`config.mk`:
```
export PLATFORM = sky130hd
export DESIGN_NAME = seven_seg_scanner
export DESIGN_NICKNAME = d
export VERILOG_FILES = /design/src/rtl/seven_seg_scanner.sv
export SDC_FILE = /design/constraint.sdc
export NUM_CORES = 1
export LEC_CHECK = 0
export BUFFER_PORTS_ARGS = -buffer_cell sky130_fd_sc_hd__buf_2
export CORE_MARGIN = 2
export CORE_UTILIZATION = 55
export DETAILED_ROUTE_END_ITERATION = 6
export PLACE_DENSITY = 0.76
export SYNTH_ARGS = -nofsm -noshare
export SYNTH_HDL_FRONTEND = slang
export SYNTH_SLANG_ARGS = --single-unit
```
`constraint.sdc`:
```
create_clock -name clk -period 2.4 [get_ports clk]
set_input_delay 0.24 -clock clk [delete_from_list [all_inputs] [get_ports clk]]
set_output_delay 0.24 -clock clk [all_outputs]
set_load 0.05 [all_outputs]
```
`src/rtl/seven_seg_scanner.sv`:
```
// Multiplexed seven-segment scanner: BCD decode, leading-zero suppression,
// per-digit blink, and frame-synchronous (tear-free) display updates.
module seven_seg_scanner #(
  parameter int unsigned DIGITS         = 4,
  parameter int unsigned SCAN_DIV       = 1000,
  parameter int unsigned BLINK_FRAMES   = 64,
  parameter int unsigned SEG_ACTIVE_LOW = 0
) (
  input  logic                  clk,
  input  logic                  rst_n,
  input  logic [4*DIGITS-1:0]   bcd_in,
  input  logic [DIGITS-1:0]     dp_in,
  input  logic [DIGITS-1:0]     blink_in,
  input  logic                  load,
  input  logic                  lz_en,
  output logic [6:0]            seg_out,
  output logic                  dp_out,
  output logic [DIGITS-1:0]     an_out,
  output logic                  frame_done
);

  localparam int unsigned IDX_W = (DIGITS > 1) ? $clog2(DIGITS) : 1;
  localparam int unsigned CNT_W = $clog2(SCAN_DIV);
  localparam int unsigned BLK_W = (BLINK_FRAMES > 1) ? $clog2(BLINK_FRAMES) : 1;
  localparam logic [IDX_W-1:0] IDX_LAST = IDX_W'(DIGITS - 1);
  localparam logic [CNT_W-1:0] CNT_LAST = CNT_W'(SCAN_DIV - 1);
  localparam logic [BLK_W-1:0] BLK_LAST = BLK_W'(BLINK_FRAMES - 1);
  localparam logic             INV      = (SEG_ACTIVE_LOW != 0);

  logic [CNT_W-1:0]    cnt;
  logic [IDX_W-1:0]    idx;
  logic [BLK_W-1:0]    blk_cnt;
  logic                phase;
  logic                pend;
  logic [4*DIGITS-1:0] disp_bcd, sh_bcd;
  logic [DIGITS-1:0]   disp_dp, sh_dp, disp_blink, sh_blink;

  logic                tick_c, wrap_c;
  logic [3:0]          code_c;
  logic [DIGITS-1:0]   lz_mask_c;
  logic [6:0]          seg_c;
  logic                dp_c;
  logic [DIGITS-1:0]   an_c;

  function automatic logic [6:0] decode(input logic [3:0] c);
    case (c)
      4'd0:    decode = 7'h7E;
      4'd1:    decode = 7'h30;
      4'd2:    decode = 7'h6D;
      4'd3:    decode = 7'h79;
      4'd4:    decode = 7'h33;
      4'd5:    decode = 7'h5B;
      4'd6:    decode = 7'h5F;
      4'd7:    decode = 7'h70;
      4'd8:    decode = 7'h7F;
      4'd9:    decode = 7'h7B;
      default: decode = 7'h01;
    endcase
  endfunction

  // Scan timing and the frame-wrap event
  always_comb begin
    tick_c = (cnt == CNT_LAST);
    wrap_c = tick_c && (idx == IDX_LAST);
  end

  // Digit i is suppressible when it and all higher digits are zero; digit 0 never
  always_comb begin
    logic zero_above;
    zero_above = 1'b1;
    lz_mask_c  = '0;
    for (int i = DIGITS - 1; i >= 1; i--) begin
      zero_above   = zero_above && (disp_bcd[4*i +: 4] == 4'd0);
      lz_mask_c[i] = zero_above;
    end
  end

  // Next output values for the currently selected digit
  always_comb begin
    logic blank;
    logic blink_off;
    code_c    = disp_bcd[{idx, 2'b00} +: 4];
    blank     = lz_en && lz_mask_c[idx];
    blink_off = phase && disp_blink[idx];
    seg_c     = (blank || blink_off) ? 7'h00 : decode(code_c);
    dp_c      = blink_off ? 1'b0 : disp_dp[idx];
    an_c      = '0;
    an_c[idx] = 1'b1;
  end

  // Prescaler, digit index and blink phase
  always_ff @(posedge clk or negedge rst_n) begin
    if (!rst_n) begin
      cnt     <= '0;
      idx     <= '0;
      blk_cnt <= '0;
      phase   <= 1'b0;
    end else begin
      cnt <= tick_c ? '0 : cnt + CNT_W'(1);
      if (tick_c) idx <= (idx == IDX_LAST) ? '0 : idx + IDX_W'(1);
      if (wrap_c) begin
        if (blk_cnt == BLK_LAST) begin
          blk_cnt <= '0;
          phase   <= ~phase;
        end else begin
          blk_cnt <= blk_cnt + BLK_W'(1);
        end
      end
    end
  end

  // Shadow capture; a load on the wrap cycle wins and defers the transfer
  always_ff @(posedge clk or negedge rst_n) begin
    if (!rst_n) begin
      sh_bcd     <= '0;
      sh_dp      <= '0;
      sh_blink   <= '0;
      disp_bcd   <= '0;
      disp_dp    <= '0;
      disp_blink <= '0;
      pend       <= 1'b0;
    end else if (load) begin
      sh_bcd   <= bcd_in;
      sh_dp    <= dp_in;
      sh_blink <= blink_in;
      pend     <= 1'b1;
    end else if (wrap_c && pend) begin
      disp_bcd   <= sh_bcd;
      disp_dp    <= sh_dp;
      disp_blink <= sh_blink;
      pend       <= 1'b0;
    end
  end

  // Output register with optional polarity inversion
  always_ff @(posedge clk or negedge rst_n) begin
    if (!rst_n) begin
      seg_out    <= {7{INV}};
      dp_out     <= INV;
      an_out     <= {DIGITS{INV}};
      frame_done <= 1'b0;
    end else begin
      seg_out    <= seg_c ^ {7{INV}};
      dp_out     <= dp_c ^ INV;
      an_out     <= an_c ^ {DIGITS{INV}};
      frame_done <= wrap_c;
    end
  end

endmodule

```
==> metrics, run 1 <==
largest net degree at the start of global routing=51; remaining antenna violation count after routing=0; Critical Path End=seg_out[1]; most used routing layer=met2; setup-violating endpoint count in the final report=0; fraction of layout instances using a drive strength above 1=0.3994; reg2reg end=seg_out[1]; switching power share of the total=0.2236; CTS tree=done; switching pwr=0.5765 mW; most frequent cells in the layout=81 x sky130_fd_sc_hd__dfrtp_1, 49 x sky130_fd_sc_hd__mux2_2, 39 x sky130_fd_sc_hd__buf_2; first-pass GRT wire length=10,410 µm; Worst Hold Class=in2reg; met2 usage=0.2938; FF-to-FF setup slack=0.30 ns; Port Buf Inserts=40; sum of negative setup slack=0 ns; Worst Setup Path Type=reg2reg; CTS buffer count=9; placed cell count=373; clock transition at the registers of the reported paths=0.08 ns; Maximum Capacitance Violations=0; commonest non-fill, non-tap cell in the layout=sky130_fd_sc_hd__dfrtp_1; detailed-route DRC error count=0; top-level I/O count=a little over 40; die extent in x=around 84 µm; antenna diode count=0; met1 global-route usage=0.2591; Synth area leaders=sky130_fd_sc_hd__dfrtp_1 58%, sky130_fd_sc_hd__mux2_2 16%, sky130_fd_sc_hd__ha_1 3.9%; largest area contributor in the netlist=sky130_fd_sc_hd__dfrtp_1; master cell of the clock root buffer=sky130_fd_sc_hd__clkbuf_8; summed instance area of the synthesized netlist=3505 µm²; power density over cell area=637.4 nW/µm²; max-slew violation count=0; part of the total power dissipated in combinational logic=0.041; pre-CTS setup slack=0.3226 ns; depth of the worst register-to-register path=6; vertical die dimension=83.83 µm; post-layout min period=2.101 ns; die outline area=7027 µm²; number of global-route vias before repair=around 2,200; filler cell count in the final layout=487; Initial Util=0.5615; layout net count=347; clock latency at the later pin of the worst-skew pair=between 0.3 and 0.4 ns; ratio of final minimum period to clock period=0.8753; synth unique cells=37; Worst VDD drop=between 0.3 and 0.4 mV; Internal Dissipation=2.002 mW; Vias/cell=5.372; gp weighted congestion=0.8353; multiplexer share of the synthesized area=0.2078; required time of the worst setup path=around 2.7 ns; Max Clock Skew=between 0.008 and 0.009 ns; total vias in the final route=2,095; Warnings, synthesis=0; residual overflow from global routing=0; cell with the largest stage delay on the worst path=sky130_fd_sc_hd__mux4_2; post-synthesis xor/xnor area fraction=0.01999; Worst EP arrival=2.38 ns; total global-route track usage=0.1909; post-synth net total=296; Setup crit end kind=flip-flop; register share of total power=0.553; post-route setup slack=0.2992 ns; Worst setup startpoint=idx[0]; row count=29; area added between synthesis and finish=15.42%; sequential cell area=2027 µm²; number of synthesized register bits=81; cell leakage power=1.923 nW; post-synthesis area per instance=~14 µm²; setup repair after global routing missed its margin=false; worst path cell trace=mux4_2 > inv_1 > ha_1 > mux2i_1 > or2_2 > a21oi_1; initial drt markers=91; met3 global-route usage=0.04055; core outline area=6241 µm²; Hold Vio Cnt, Final=0; part of the Yosys area used for sequential elements=0.5784; antenna violations before repair=0; largest buffer count on any clock path=2; Design Power=2.578 mW; Yosys top cell area share=0.5784; Finished Layout Cells=between 300 and 400; First-pass DRT Iterations=4; Post-Synth Simple-Gate Area=0.08961; result of the run=completed; multi-input logic area=1396 µm²; Routed WL=between 5000 and 6000 µm; Mapped Cells=257; fraction of the mapped netlist area in adder cells=0.03927; type of element launching the critical path=flip-flop; Achievable Freq=approximately 480 MHz; Worst Max-Slew Pin Slew=0.6049 ns; power share of the clock group=0.406; largest incremental delay on the critical path=0.62 ns; HPWL after detailed placement=4067 µm; H-tree levels=3; average wire per standard cell=approximately 15 µm; dominant combinational cell family by area after synthesis=multiplexers; relative max-transition margin=0.5967; R2R Path Start=idx[0]; maximum net fanout on the critical path=7; number of post-CTS setup repair buffers=0; Sink Count=81; area fraction in compound gates after synthesis=0.04177
## cells in the mapped netlist
cell                        n
sky130_fd_sc_hd__nor3b_4    1
sky130_fd_sc_hd__and2b_1    1
sky130_fd_sc_hd__nand2b_1   1
sky130_fd_sc_hd__nor4_1     1
sky130_fd_sc_hd__and4_1     1
sky130_fd_sc_hd__mux2i_1    3
sky130_fd_sc_hd__dfrtp_1   81
sky130_fd_sc_hd__a21o_1     3
sky130_fd_sc_hd__and4b_2    1
sky130_fd_sc_hd__mux4_2     6
sky130_fd_sc_hd__a21oi_1   12
sky130_fd_sc_hd__nand2_1   15
sky130_fd_sc_hd__nand4_4    1
sky130_fd_sc_hd__xor2_1     4
sky130_fd_sc_hd__mux2_1     1
sky130_fd_sc_hd__buf_2      2
sky130_fd_sc_hd__o21ba_2    1
sky130_fd_sc_hd__clkbuf_1   2
sky130_fd_sc_hd__nor2_1    11
sky130_fd_sc_hd__buf_1      2
sky130_fd_sc_hd__nor2b_1    2
sky130_fd_sc_hd__and3_2     1
sky130_fd_sc_hd__o21ai_0    7
sky130_fd_sc_hd__a22o_1     1
sky130_fd_sc_hd__or2_2      2
sky130_fd_sc_hd__or4_1      2
sky130_fd_sc_hd__and3_1     3
sky130_fd_sc_hd__inv_1      9
sky130_fd_sc_hd__a41o_1     1
sky130_fd_sc_hd__mux2_2    49
sky130_fd_sc_hd__and2_1     1
sky130_fd_sc_hd__nand4_1    2
sky130_fd_sc_hd__ha_1      11
sky130_fd_sc_hd__xnor2_1    4
sky130_fd_sc_hd__or3_1      1
sky130_fd_sc_hd__buf_6      2
sky130_fd_sc_hd__nand3_1    9
## layout make-up
cell class,count,share of cell area
Clock buffer,11,0.03743
Clock inverter,5,0.01547
Inverter,9,0.008351
Multi-Input combinational cell,159,0.3452
Sequential cell,81,0.5011
Tap cell,77,0.02382
Timing Repair Buffer,48,0.06867
## power groups by stage
| stage | logic [mW] | registers, mW | clock network [mW] |
|---|---|---|---|
| global route | 0.119 | 1.43 | 1.13 |
| finish | 0.105 | 1.43 | 1.05 |
| floorplan | 0.0498 | 1.44 | 0 |
| detailed placement | 0.107 | 1.45 | 0 |
| global placement | 0.103 | 1.45 | 0 |
| CTS | 0.108 | 1.43 | 1.07 |
## timing repair
action / CTS / global route
hold buffers: 1 / 0
hold endpoints to repair: 48 / 0
gates resized for setup: 0 / 0
## worst max-delay path: cells and delay by family, from the launching register on
kind                       cells  cell delay [ns]
AOI/OAI and AO/OA              1             0.17
adders and majority gates      1             0.18
buffers and inverters          1             0.15
DFF                            1             0.54
muxes                          2             0.70
and+or+nand+nor                1             0.27
## worst min path at each step
| stage | start | endpoint | slack [ns] | cells past startpoint |
|---|---|---|---|---|
| final | bcd_in[10] | sh_bcd[10] | 0.10 | 2 |
| after floorplan | rst_n | an_out[0] | -0.06 | 0 |
| after detailed placement | rst_n | sh_dp[2] | 0.30 | 1 |
| after CTS | bcd_in[14] | sh_bcd[14] | 0.1 | 2 |
| after global routing | bcd_in[12] | sh_bcd[12] | 0.10 | 2 |
| after global placement | rst_n | sh_dp[3] | 0.29 | 1 |
## stage by stage
stage	area [µm²]	hold slack (ns)	util
3_3_place_gp	3821	0.2859	0.6123
3_5_place_dp	3821	0.2968	0.6123
5_1_grt	4045	0.1008	0.6482
4_1_cts	4045	0.09727	0.6482
2_1_floorplan	3505	-0.05559	-
6_report	4045	0.1049	0.6482
## cell families (layout without fill, tap and decap cells)
family / after synthesis / after routing
AND/OR/NAND/NOR: 56 / 56
flip-flops: 81 / 81
buffers and inverters: 17 / 73
multiplexers: 59 / 59
adder cells (fa/ha/maj): 11 / 11
XOR/XNOR: 8 / 8
AO/OA/AOI/OAI: 25 / 25
## routing by layer
metal,routed length (µm),share of wire
met4,136,0.023
met1,2726,0.47
met5,0,0
met2,2731,0.47
met3,231,0.040
## sequential cells by signal (all words and copies together) (netlist names), 2 cells and up
name and flops:
idx 2, sh_dp 4, disp_dp 4, blk_cnt 6
sh_blink 4, cnt 10, an_out 4, disp_bcd 16
disp_blink 4, sh_bcd 16, seg_out 7
Power figures use the tool's default switching activity.
==> run 2, diff against run 1 <==
--- a/config.mk
+++ b/config.mk
@@ -5,11 +5,12 @@
 export SDC_FILE = /design/constraint.sdc
 export NUM_CORES = 1
 export LEC_CHECK = 0
+export ABC_AREA = 1
 export BUFFER_PORTS_ARGS = -buffer_cell sky130_fd_sc_hd__buf_2
 export CORE_MARGIN = 2
 export CORE_UTILIZATION = 55
 export DETAILED_ROUTE_END_ITERATION = 6
-export PLACE_DENSITY = 0.76
+export PLACE_DENSITY = 0.75
 export SYNTH_ARGS = -nofsm -noshare
 export SYNTH_HDL_FRONTEND = slang
 export SYNTH_SLANG_ARGS = --single-unit
==> metrics, run 2 <==
Port Buf Inserts=40; vertical die dimension=89.02 µm; Resized cells post-CTS=0; remaining antenna violation count after routing=0; sum of negative setup slack=0 ns; commonest non-fill, non-tap cell in the layout=sky130_fd_sc_hd__nand2_1; most frequent cells in the layout=133 x sky130_fd_sc_hd__nand2_1, 99 x sky130_fd_sc_hd__inv_1, 81 x sky130_fd_sc_hd__dfrtp_1; Worst Setup Path Type=reg2reg; Initial Util=0.5755; core outline area=roughly 7000 µm²; HPWL after detailed placement=5183 µm; CTS tree=done; number of global-route vias before repair=about 2,900; clock latency at the later pin of the worst-skew pair=roughly 0.35 ns; total vias in the final route=3,052; antenna violations before repair=0; average wire per standard cell=11.74 µm; WL met1=~3700 µm; Setup crit end kind=flip-flop; post-synthesis area per instance=8.014 µm²; Yosys top cell area share=0.5099; total global-route track usage=0.2123; antenna diode count=0; switching pwr=0.5641 mW; Worst VDD drop=between 0.3 and 0.4 mV; Max Clock Skew=just under 0.008 ns; summed instance area of the synthesized netlist=3975 µm²; relative max-transition margin=0.3433; max-slew violation count=0; ratio of final minimum period to clock period=0.8410; synth unique cells=27; fraction of synthesis flops using an asynchronous set or reset pin=1.000; Worst Hold Class=in2async; most frequently used cell type in the post-synthesis netlist=sky130_fd_sc_hd__nand2_1; Achievable Freq=495.5 MHz; largest area contributor in the netlist=sky130_fd_sc_hd__dfrtp_1; register share of total power=0.546; Routed WL=between 7000 and 8000 µm; routed length on met3=316 µm; part of the total power dissipated in combinational logic=0.045; Vias/cell=4.814; post-layout min period=2.018 ns; number of synthesized register bits=81; master cell of the clock root buffer=sky130_fd_sc_hd__clkbuf_8; Worst Hold Slack=about 0.057 ns; power density over cell area=579.5 nW/µm²; EDFF count, synth=0; Internal Dissipation=2.014 mW; switching power share of the total=0.2188; maximum net fanout on the critical path=11; cell leakage power=between 2 and 2.5 nW; detailed-route DRC error count=0; First-pass DRT Iterations=5; die extent in x=between 80 and 90 µm; largest buffer count on any clock path=2; biggest registers after layout=disp_bcd (16), sh_bcd (16), cnt (10); part of the Yosys area used for sequential elements=0.5099; first-pass GRT wire length=approximately 13,000 µm; Worst EP arrival=between 2 and 2.5 ns; H-tree levels=3; post-synth net total=around 540; largest net degree at the start of global routing=82; required time of the worst setup path=2.63 ns; hold buffers post-CTS=0; Worst Max-Slew Pin Slew=0.9851 ns; filler cell count in the final layout=619; number of post-CTS setup repair buffers=0; met2 wire length=3292 µm; clock transition at the registers of the reported paths=0.08 ns; residual overflow from global routing=0; setup-violating endpoint count in the final report=0; initial drt markers=roughly 120; Mapped Cells=496; type of element launching the critical path=flip-flop; Synth area leaders=sky130_fd_sc_hd__dfrtp_1 51%, sky130_fd_sc_hd__nand2_1 13%, sky130_fd_sc_hd__inv_1 9.3%; list of most frequent post-synthesis cells=133 x sky130_fd_sc_hd__nand2_1, 99 x sky130_fd_sc_hd__inv_1, 81 x sky130_fd_sc_hd__dfrtp_1; die outline area=7924 µm²; Primary FF master, synth=sky130_fd_sc_hd__dfrtp_1; row count=30; Top Metal Used=met4; gp weighted congestion=0.8944; fraction of layout instances using a drive strength above 1=0.1413; setup repair after global routing missed its margin=false; top-level I/O count=41; Maximum Capacitance Violations=0; power share of the clock group=0.410; result of the run=completed; area added between synthesis and finish=11.93%; Hold Vio Cnt, Final=0; CTS buffer count=9; Warnings, synthesis=0; layout net count=572; Sink Count=81
==> run 2: path summary, 6_finish.rpt <==
path	from	to	slack [ns]	cells after the start
max	idx[1]	seg_out[3]	0.38	10
min	rst_n	cnt[8]	0.06	1
max reg2reg	idx[1]	seg_out[3]	0.38	10
min reg2reg	blk_cnt[1]	blk_cnt[1]	0.52	2
max in group asynchronous	rst_n	disp_bcd[1]	1.72	1
min in group clk	dp_in[0]	sh_dp[0]	0.09	3
==> run 2: layout make-up <==
type	count	area, µm²	share of cell area
clock inverter	6	82.58	0.01856
timing repair buffer	45	252.7	0.05681
inverter	105	394.1	0.08858
multi-input combinational	291	1445	0.3248
sequential	81	2027	0.4556
clock buffer	10	127.6	0.02868
tap	96	120.1	0.02700
==> run 2: per-layer routing <==
layer,vias to the layer above,track usage
li1,1606,-
met1,1364,0.2914
met2,67,0.3311
met3,15,0.04801
met4,0,0.08277
met5,-,0
==> run 2: worst max-delay path, cell delays in order (launching register included) <==
cell	delay, ns
sky130_fd_sc_hd__dfrtp_1	0.59
sky130_fd_sc_hd__inv_2	0.17
sky130_fd_sc_hd__a21oi_1	0.14
sky130_fd_sc_hd__o21ai_0	0.10
sky130_fd_sc_hd__o21ai_0	0.16
sky130_fd_sc_hd__inv_1	0.15
sky130_fd_sc_hd__ha_1	0.33
sky130_fd_sc_hd__nand3_1	0.09
sky130_fd_sc_hd__nand3_1	0.08
sky130_fd_sc_hd__nand2_1	0.06
sky130_fd_sc_hd__nor2_1	0.03
==> run 2: kinds of logic (layout without fill, tap and decap cells) <==
kind of cell,count (synthesis),after routing,share of synthesized area
AOI/OAI and AO/OA,55,55,0.07082
xor gates and xnor gates,4,4,0.008815
adders and majority gates,11,11,0.03462
buffers and inverters,124,166,0.1265
DFF,81,81,0.5099
and+or+nand+nor,221,221,0.2493
==> run 2: per-stage QoR <==
step	utilization	cells	worst slack, ns	total power [mW]	cell area (µm²)
detailed placement	0.6138	618	0.4045	1.553	4239
global placement	0.6138	618	0.4318	1.547	4239
CTS	0.6442	634	0.3756	2.602	4449
finish	0.6442	634	0.3816	2.578	4449
floorplan	-	496	0.4767	1.485	3975
global route	0.6442	634	0.2083	2.686	4449
==> run 2: power groups by stage <==
| stage | Combinational, mW | Clock, mW | Sequential, mW |
|---|---|---|---|
| after floorplan | 0.0520 | 0 | 1.43 |
| after global placement | 0.113 | 0 | 1.43 |
| after detailed placement | 0.118 | 0 | 1.43 |
| after CTS | 0.118 | 1.08 | 1.41 |
| after global routing | 0.137 | 1.14 | 1.41 |
| final | 0.115 | 1.06 | 1.41 |
==> run 3, diff against run 2 <==
--- a/config.mk
+++ b/config.mk
@@ -5,12 +5,12 @@
 export SDC_FILE = /design/constraint.sdc
 export NUM_CORES = 1
 export LEC_CHECK = 0
-export ABC_AREA = 1
+export ABC_AREA = 0
 export BUFFER_PORTS_ARGS = -buffer_cell sky130_fd_sc_hd__buf_2
 export CORE_MARGIN = 2
 export CORE_UTILIZATION = 55
 export DETAILED_ROUTE_END_ITERATION = 6
-export PLACE_DENSITY = 0.75
+export PLACE_DENSITY = 0.76
 export SYNTH_ARGS = -nofsm -noshare
 export SYNTH_HDL_FRONTEND = slang
 export SYNTH_SLANG_ARGS = --single-unit
==> constraint.sdc (replaced) <==
create_clock -name clk -period 2 [get_ports clk]
set_input_delay 0.2 -clock clk [delete_from_list [all_inputs] [get_ports clk]]
set_output_delay 0.2 -clock clk [all_outputs]
set_load 0.05 [all_outputs]
==> metrics, run 3 (synthesized netlist as in run 1, its figures left out) <==
result of the run=completed; depth of the worst register-to-register path=6; row count=29; maximum net fanout on the critical path=24; die outline area=approximately 7000 µm²; Routed WL=5834 µm; first-pass GRT wire length=10,470 µm; most frequent cells in the layout=80 x sky130_fd_sc_hd__dfrtp_1, 49 x sky130_fd_sc_hd__mux2_2, 39 x sky130_fd_sc_hd__buf_2; total vias in the final route=between 2,000 and 2,500; sum of negative setup slack=0 ns; largest buffer count on any clock path=2; Worst setup startpoint=cnt[0]; area added between synthesis and finish=15.71%; placed cell count=376; CTS buffer count=9; Worst VDD drop=0.5327 mV; vertical die dimension=83.83 µm; Worst Max-Slew Pin Slew=0.5632 ns; biggest registers after layout=disp_bcd (16), sh_bcd (16), cnt (10); Hold Vio Cnt, Final=0; Critical Path End=disp_dp[2]; H-tree levels=3; First-pass DRT Iterations=4; die extent in x=around 84 µm; Achievable Freq=around 530 MHz; setup repair after global routing missed its margin=false; Maximum Capacitance Violations=0; antenna violations before repair=0; commonest non-fill, non-tap cell in the layout=sky130_fd_sc_hd__dfrtp_1; Worst Hold Class=in2reg; R2R Path Start=cnt[0]; Initial Util=0.5615; average wire per standard cell=14.84 µm; post-layout min period=1.898 ns; Finished Layout Cells=393; Sink Count=81; cell leakage power=1.933 nW; relative max-transition margin=0.6245; gp weighted congestion=0.8525; core outline area=6241 µm²; residual overflow from global routing=0; FF-to-FF setup slack=0.10 ns; Worst EP arrival=around 2.1 ns; layout net count=350; CTS tree=done; Vias/cell=5.356; required time of the worst setup path=~2.2 ns; fraction of layout instances using a drive strength above 1=0.4082; Setup crit end kind=flip-flop; detailed-route DRC error count=0; Worst Setup Path Type=reg2reg; largest net degree at the start of global routing=46; type of element launching the critical path=flip-flop; number of global-route vias before repair=2,167; filler cell count in the final layout=483; max-slew violation count=0; clock transition at the registers of the reported paths=approximately 0.080 ns; HPWL after detailed placement=4223 µm; total global-route track usage=0.1899; top-level I/O count=41; initial drt markers=105; clock latency at the later pin of the worst-skew pair=0.35 ns; Port Buf Inserts=40; setup-violating endpoint count in the final report=0; power density over cell area=between 700 and 800 nW/µm²; antenna diode count=0; ratio of final minimum period to clock period=0.9491; reg2reg end=disp_dp[2]; master cell of the clock root buffer=sky130_fd_sc_hd__clkbuf_8; Max Clock Skew=0.01098 ns; Worst Hold Slack=~0.08 ns; remaining antenna violation count after routing=0
## run 3: area by class of cell
cell class / instances / area (µm²) / share of cell area
sequential: 81 / 2028 / 0.5002
timing repair buffer: 51 / 312.8 / 0.07714
clock buffer: 11 / 131.4 / 0.03240
inverter: 9 / 33.78 / 0.008331
multi-input combinational: 159 / 1396 / 0.3443
clock inverter: 5 / 56.30 / 0.01388
tap: 77 / 96.34 / 0.02376
## run 3: critical path, stage by stage (launching register included)
cell                      delay [ns]
sky130_fd_sc_hd__dfrtp_1        0.39
sky130_fd_sc_hd__ha_1           0.17
sky130_fd_sc_hd__and4b_2        0.28
sky130_fd_sc_hd__nand4_4        0.13
sky130_fd_sc_hd__nor3b_4        0.25
sky130_fd_sc_hd__buf_12         0.20
sky130_fd_sc_hd__mux2_2         0.36
## run 3: worst min-delay path by stage
stage	startpoint	endpoint	slack (ns)	cells after the start
after detailed placement	rst_n	sh_dp[3]	0.23	1
final	bcd_in[10]	sh_bcd[10]	0.08	2
after floorplan	rst_n	an_out[0]	-0.1	0
after global routing	bcd_in[2]	sh_bcd[2]	0.07	2
after global placement	rst_n	sh_dp[3]	0.23	1
after CTS	dp_in[1]	sh_dp[1]	0.07	2
## run 3: per-layer routing
layer  vias to the layer above  routed length (µm)  global-route usage
met5                         -                   0                   0
met4                         0                  74             0.06158
met3                         6                 222             0.04649
met2                        38                2766              0.2960
met1                      1046                2770              0.2658
li1                       1015                   -                   -
## run 3: report_power, final
part           total (mW)  switching (mW)  internal, mW
registers            1.71          0.0263          1.69
clock network        1.13           0.557         0.575
logic               0.129          0.0597        0.0696
total                2.97           0.643          2.33
## run 3: stage by stage
step / power (mW) / instance area [µm²] / utilization / setup WS [ns]
detailed placement: 1.877 / 3856 / 0.6179 / 0.09575
floorplan: 1.792 / 3505 / - / 0.01348
CTS: 3.010 / 4054 / 0.6496 / 0.07446
global route: 3.103 / 4055 / 0.6498 / 0.01771
finish: 2.973 / 4055 / 0.6498 / 0.1019
global placement: 1.868 / 3856 / 0.6179 / 0.1315
## run 3: what timing repair did
| item | CTS | global route |
|---|---|---|
| hold buffers | 1 | 0 |
| setup endpoints to repair | 0 | 4 |
| resized for setup | 0 | 3 |
| setup buffers | 0 | 0 |
| hold endpoints to repair | 43 | 0 |
